--- src/rtl/fifo_arb_pkg.sv ---
// Shared types and helpers for the FIFO write-port arbiter.
package fifo_arb_pkg;

  typedef enum logic {
    ARB_IDLE  = 1'b0,
    ARB_GRANT = 1'b1
  } arb_state_e;

  // Index width that never collapses to zero bits
  function automatic int unsigned clog2_min1(input int unsigned n);
    return (n <= 32'd1) ? 32'd1 : 32'($clog2(n));
  endfunction

endpackage

--- src/rtl/rr_picker.sv ---
// Combinational round-robin pick: first set request at or above start, wrapping.
module rr_picker
  import fifo_arb_pkg::*;
#(
  parameter int unsigned N_REQ = 4,
  parameter int unsigned IW    = clog2_min1(N_REQ)
) (
  input  logic [N_REQ-1:0] req,
  input  logic [IW-1:0]    start,
  output logic             found,
  output logic [IW-1:0]    idx
);

  // Scan offsets from farthest to nearest so the nearest set bit wins
  always_comb begin
    int unsigned pos;
    pos   = 32'd0;
    found = 1'b0;
    idx   = '0;
    for (int i = N_REQ - 1; i >= 0; i--) begin
      pos = (32'(start) + 32'(i)) % N_REQ;
      if (req[IW'(pos)]) begin
        found = 1'b1;
        idx   = IW'(pos);
      end
    end
  end

endmodule

--- src/rtl/fifo_wr_arbiter.sv ---
// Round-robin burst arbiter sharing one FIFO write port between N_REQ producers.
module fifo_wr_arbiter
  import fifo_arb_pkg::*;
#(
  parameter int unsigned N_REQ     = 4,
  parameter int unsigned WIDTH     = 8,
  parameter int unsigned MAX_BURST = 4,
  parameter int unsigned IDLE_TO   = 3
) (
  input  logic                        clk,
  input  logic                        rst,
  input  logic [N_REQ-1:0]            req_valid,
  input  logic [N_REQ-1:0][WIDTH-1:0] req_data,
  input  logic [N_REQ-1:0]            req_last,
  output logic [N_REQ-1:0]            req_ready,
  input  logic                        fifo_ready,
  output logic                        fifo_wr_en,
  output logic [WIDTH-1:0]            fifo_data,
  output logic                        grant_active,
  output logic [$clog2(N_REQ)-1:0]    grant_id
);

  localparam int unsigned IW = clog2_min1(N_REQ);
  localparam int unsigned BW = clog2_min1(MAX_BURST + 1);
  localparam int unsigned DW = clog2_min1(IDLE_TO);

  localparam logic [BW-1:0] BEAT_LAST = BW'(MAX_BURST - 1);
  localparam logic [DW-1:0] IDLE_LAST = DW'(IDLE_TO - 1);
  localparam logic [IW-1:0] OWNER_MAX = IW'(N_REQ - 1);

  arb_state_e    state;
  logic [IW-1:0] rr_ptr;
  logic [IW-1:0] owner;
  logic [IW-1:0] pick;
  logic [IW-1:0] next_ptr;
  logic [BW-1:0] beat_cnt;
  logic [DW-1:0] idle_cnt;
  logic          found;
  logic          is_grant;
  logic          owner_valid;
  logic          xfer;
  logic          release_now;

  rr_picker #(
    .N_REQ (N_REQ),
    .IW    (IW)
  ) u_picker (
    .req   (req_valid),
    .start (rr_ptr),
    .found (found),
    .idx   (pick)
  );

  assign is_grant    = (state == ARB_GRANT);
  assign owner_valid = req_valid[owner];
  assign xfer        = fifo_wr_en & fifo_ready;
  assign next_ptr    = (owner == OWNER_MAX) ? '0 : owner + 1'b1;

  // Burst ends on last beat, full burst, or owner idle timeout
  assign release_now = is_grant &
                       ((xfer & (req_last[owner] | (beat_cnt == BEAT_LAST))) |
                        (~owner_valid & (idle_cnt == IDLE_LAST)));

  // Write port mux driven from the registered owner
  assign fifo_wr_en   = is_grant & owner_valid;
  assign fifo_data    = req_data[owner];
  assign grant_active = is_grant;
  assign grant_id     = owner;

  // One-hot beat accept toward the current owner only
  always_comb begin
    req_ready = '0;
    if (is_grant && fifo_ready) begin
      req_ready[owner] = 1'b1;
    end
  end

  // Arbitration FSM with rotation pointer and burst/idle counters
  always_ff @(posedge clk) begin
    if (rst) begin
      state    <= ARB_IDLE;
      rr_ptr   <= '0;
      owner    <= '0;
      beat_cnt <= '0;
      idle_cnt <= '0;
    end else begin
      case (state)
        ARB_IDLE: begin
          if (found) begin
            state    <= ARB_GRANT;
            owner    <= pick;
            beat_cnt <= '0;
            idle_cnt <= '0;
          end
        end
        ARB_GRANT: begin
          if (release_now) begin
            state  <= ARB_IDLE;
            rr_ptr <= next_ptr;
          end else begin
            if (xfer) begin
              beat_cnt <= beat_cnt + 1'b1;
            end
            if (owner_valid) begin
              idle_cnt <= '0;
            end else if (idle_cnt != IDLE_LAST) begin
              idle_cnt <= idle_cnt + 1'b1;
            end
          end
        end
        default: state <= ARB_IDLE;
      endcase
    end
  end

endmodule

--- config.mk ---
export PLATFORM = sky130hd
export DESIGN_NAME = fifo_wr_arbiter
export DESIGN_NICKNAME = d
export VERILOG_FILES = /design/src/rtl/fifo_arb_pkg.sv /design/src/rtl/rr_picker.sv /design/src/rtl/fifo_wr_arbiter.sv
export SDC_FILE = /design/constraint.sdc
export NUM_CORES = 1
export LEC_CHECK = 0
export ABC_AREA = 1
export ABC_CLOCK_PERIOD_IN_PS = 2700
export CELL_PAD_IN_SITES_DETAIL_PLACEMENT = 0
export CELL_PAD_IN_SITES_GLOBAL_PLACEMENT = 1
export CORE_MARGIN = 2
export CORE_UTILIZATION = 28
export DETAILED_ROUTE_END_ITERATION = 12
export GPL_TIMING_DRIVEN = 0
export PLACE_DENSITY_LB_ADDON = 0.3
export SYNTH_ARGS = -nofsm -noshare
export SYNTH_HDL_FRONTEND = slang
export SYNTH_HIERARCHICAL = 1
export SYNTH_SLANG_ARGS = --single-unit
--- constraint.sdc ---
create_clock -name clk -period 2.7 [get_ports clk]
set_clock_uncertainty 0.05 [all_clocks]
set_input_delay 0.81 -clock clk [delete_from_list [all_inputs] [get_ports clk]]
set_output_delay 0.81 -clock clk [all_outputs]
set_load 0.02 [all_outputs]
==> summary.md <==
| Metric | Value |
|---|---|
| Status | `finished, final reports clean` |
| First-pass GRT wire length | `about 6000 microns` |
| Cts bufs inserted | `3` |
| All-Layer GR Usage | `0.171` |
| Leak Pwr | `between 0.8 and 0.9 nW` |
| Vias in the first global route | `around 1300` |
| Maxcap violations | `0` |
| Hold WC Path Type | `reg -> reg` |
| ANT cells | `0` |
| Worst Hold Endpoint | `beat_cnt[1]` |
| Critical Path Source Type | `input port` |
| Most frequent cells in the layout | `clkdlybuf4s50_1 (42), nand2_1 (37), nor2_1 (28)` |
| Syn Area/Cell | `approximately 6.1 sq um` |
| Worst-Margin Slew | `between 300 and 400 ps` |
| Vias/cell | `4.51` |
| Antenna violations before repair | `0` |
| Synth Instances | `~190` |
| Yosys warns | `6` |
| Reg clk slew, reported paths | `around 50 ps` |
| Total I/O pin count | `a little under 60` |
| Max Slew Vio Count | `0` |
| CTS H-Tree Depth | `1` |
| Fin nets | `298` |
| DR iter-0 viols | `69` |
| FMAX | `about 370 MHz` |
| Post-Syn Nets | `between 200 and 250` |
| Final Total Pwr | `roughly 0.73 mW` |
| Critical R2R Launch | `grant_id[1]` |
| Share of cells above drive strength 1 | `0.215` |
| Core ar. | `3940 sq um` |
| Largest net degree at the start of global routing | `12` |
| Power per cell area | `about 400 nW/um^2` |
| Chip Height | `around 68 microns` |
| Clk_lat worst skew | `~240 ps` |
| Yosys cell types | `27` |
| Post-CTS setup buffer count | `0` |
| Clk buf depth | `2` |
| Final Setup Violations | `0` |
| Clk root buf | `clkbuf_8` |
| Crit-path max FO | `1` |
| Remaining antenna violation count | `0` |
| R2R Setup Slk | `1040 ps` |
| Die area | `approximately 4600 sq um` |
| Area growth, synth to finish | `60.5%` |
| Delay of the slowest critical-path stage | `roughly 440 ps` |
| Area occupied by multi-input gates | `roughly 800 sq um` |
| Cell depth of the worst hold path | `2` |
| Final min period | `about 2700 ps` |
| DRC viols | `0` |
| Wire per inst | `about 12 microns` |
| Register area share after synthesis | `0.177` |
| Endpoint class of the critical path | `output pin` |
| Setup repair after global routing missed its margin | `false` |
| Mapped cell area | `1130 sq um` |
| Critical Path Slowest Stage Cell | `clkdlybuf4s50_1` |
| WHS | `between 400 and 500 ps` |
| CP startpoint | `req_data[17]` |
| Total negative setup slack | `0 ps` |
| Worst Path Required | `approximately 1800 ps` |
| Commonest non-fill, non-tap cell in the layout | `clkdlybuf4s50_1` |
| Flops & latches, synth | `10` |
| Site Rows | `23` |
| Initial core utilization | `0.288` |
| Clock tree from TritonCTS | `done` |
| Register area | `roughly 200 sq um` |
| Reg2reg end | `beat_cnt[2]` |
| Total Routed Length | `about 3500 microns` |
| VDD IR-drop max | `0.000159 V` |
| Worst hold start | `beat_cnt[1]` |
| Filler cells | `about 440` |
| IO Port Bufs | `58` |
| DR pass1 iterations | `4` |
| Clock sinks | `10` |
| Fin crit share | `0.990` |
| Gr ovfl total | `0` |
| Max-slew headroom | `0.744` |
| Worst EP arrival | `between 1500 and 2000 ps` |
| CP Class | `in -> out` |
| Fin. Hold Viols | `0` |
| Final GP Congestion | `between 0.7 and 0.8` |
| Worst path cell trace | `clkdlybuf4s50_1 -> o21ai_0 -> o22ai_1 -> clkdlybuf4s15_1` |
| R2R cell count | `10` |
| Die X-Extent | `just under 70 microns` |
| Vias | `~1300` |
| Post-DP HPWL | `between 2000 and 3000 microns` |
==> critical path, delay by kind of cell <==
kind / cells / cell delay [ps]
AOI/OAI and AO/OA: 2 / 220
buffers and inverters: 2 / 770
==> stage by stage <==
step                cells  instance area, sq um  worst slack [ps]  utilization
finish                297                  1820              26.9        0.461
global route          297                  1820              1.44        0.461
CTS                   297                  1840              4.04        0.467
detailed placement    293                  1780              -462        0.451
global placement      293                  1780              -459        0.451
floorplan             185                  1130               386            -
==> how the worst max path moves through the flow <==
stage	end	slack [ps]	depth (start not counted)
after floorplan	fifo_data[3]	390	4
after global placement	fifo_wr_en	-460	6
after detailed placement	fifo_wr_en	-460	6
after CTS	req_ready[0]	4	4
after global routing	req_ready[2]	1	4
final	fifo_data[1]	30	4
==> logic make-up (layout without fill, tap and decap cells) <==
kind of cell,after synthesis,count (layout),share of synthesized area
adder cells (fa/ha/maj),7,7,0.0773
AO/OA/AOI/OAI,42,42,0.219
AND/OR/NAND/NOR,99,99,0.421
flip-flops,10,10,0.177
buffers and inverters,27,89,0.107
==> cell type report <==
type                       count  area share
buffer                         7      0.0309
multi-input combinational    148       0.453
timing repair buffer          58       0.298
inverter                      20      0.0420
sequential                    10       0.111
tap                           50      0.0344
clock buffer                   4      0.0303
==> where the power goes <==
| group | total, mW | internal [mW] | switching (mW) |
|---|---|---|---|
| Combinational | 0.358 | 0.161 | 0.197 |
| Sequential | 0.178 | 0.162 | 0.0157 |
| Clock | 0.193 | 0.129 | 0.0640 |
==> registers in the layout, indices dropped and copies added (netlist names) <==
signal and flops:
beat_cnt 3, rr_ptr 2, grant_id 2, grant_active 1
idle_cnt 2
==> layer usage <==
layer,global-route usage,wire (microns),share of wire
met1,0.215,1560,0.44
met2,0.294,1750,0.50
met5,0,0,0
met3,0.0400,162,0.046
met4,0.0408,38,0.011
==> synthesized netlist by cell type (all sizes together) <==
master,instances,area share
nand3,16,0.10
and2,1,0.0077
dfxtp,10,0.18
ha,7,0.077
o21ai,22,0.11
clkbuf,2,0.0066
or2,1,0.0055
o22ai,8,0.044
inv,19,0.063
buf,5,0.033
clkinv,1,0.0044
nor2,33,0.11
a21oi,10,0.051
nand2,48,0.19
a21boi,1,0.0066
o21a,1,0.0066
==> repair_timing <==
action | in CTS | in global routing
pin swaps | 0 | 1
hold buffers | 0 | 0
gates resized for setup | 36 | 21
endpoints found under the setup margin | 13 | 12
No activity file was read; power rests on OpenSTA's default activity.
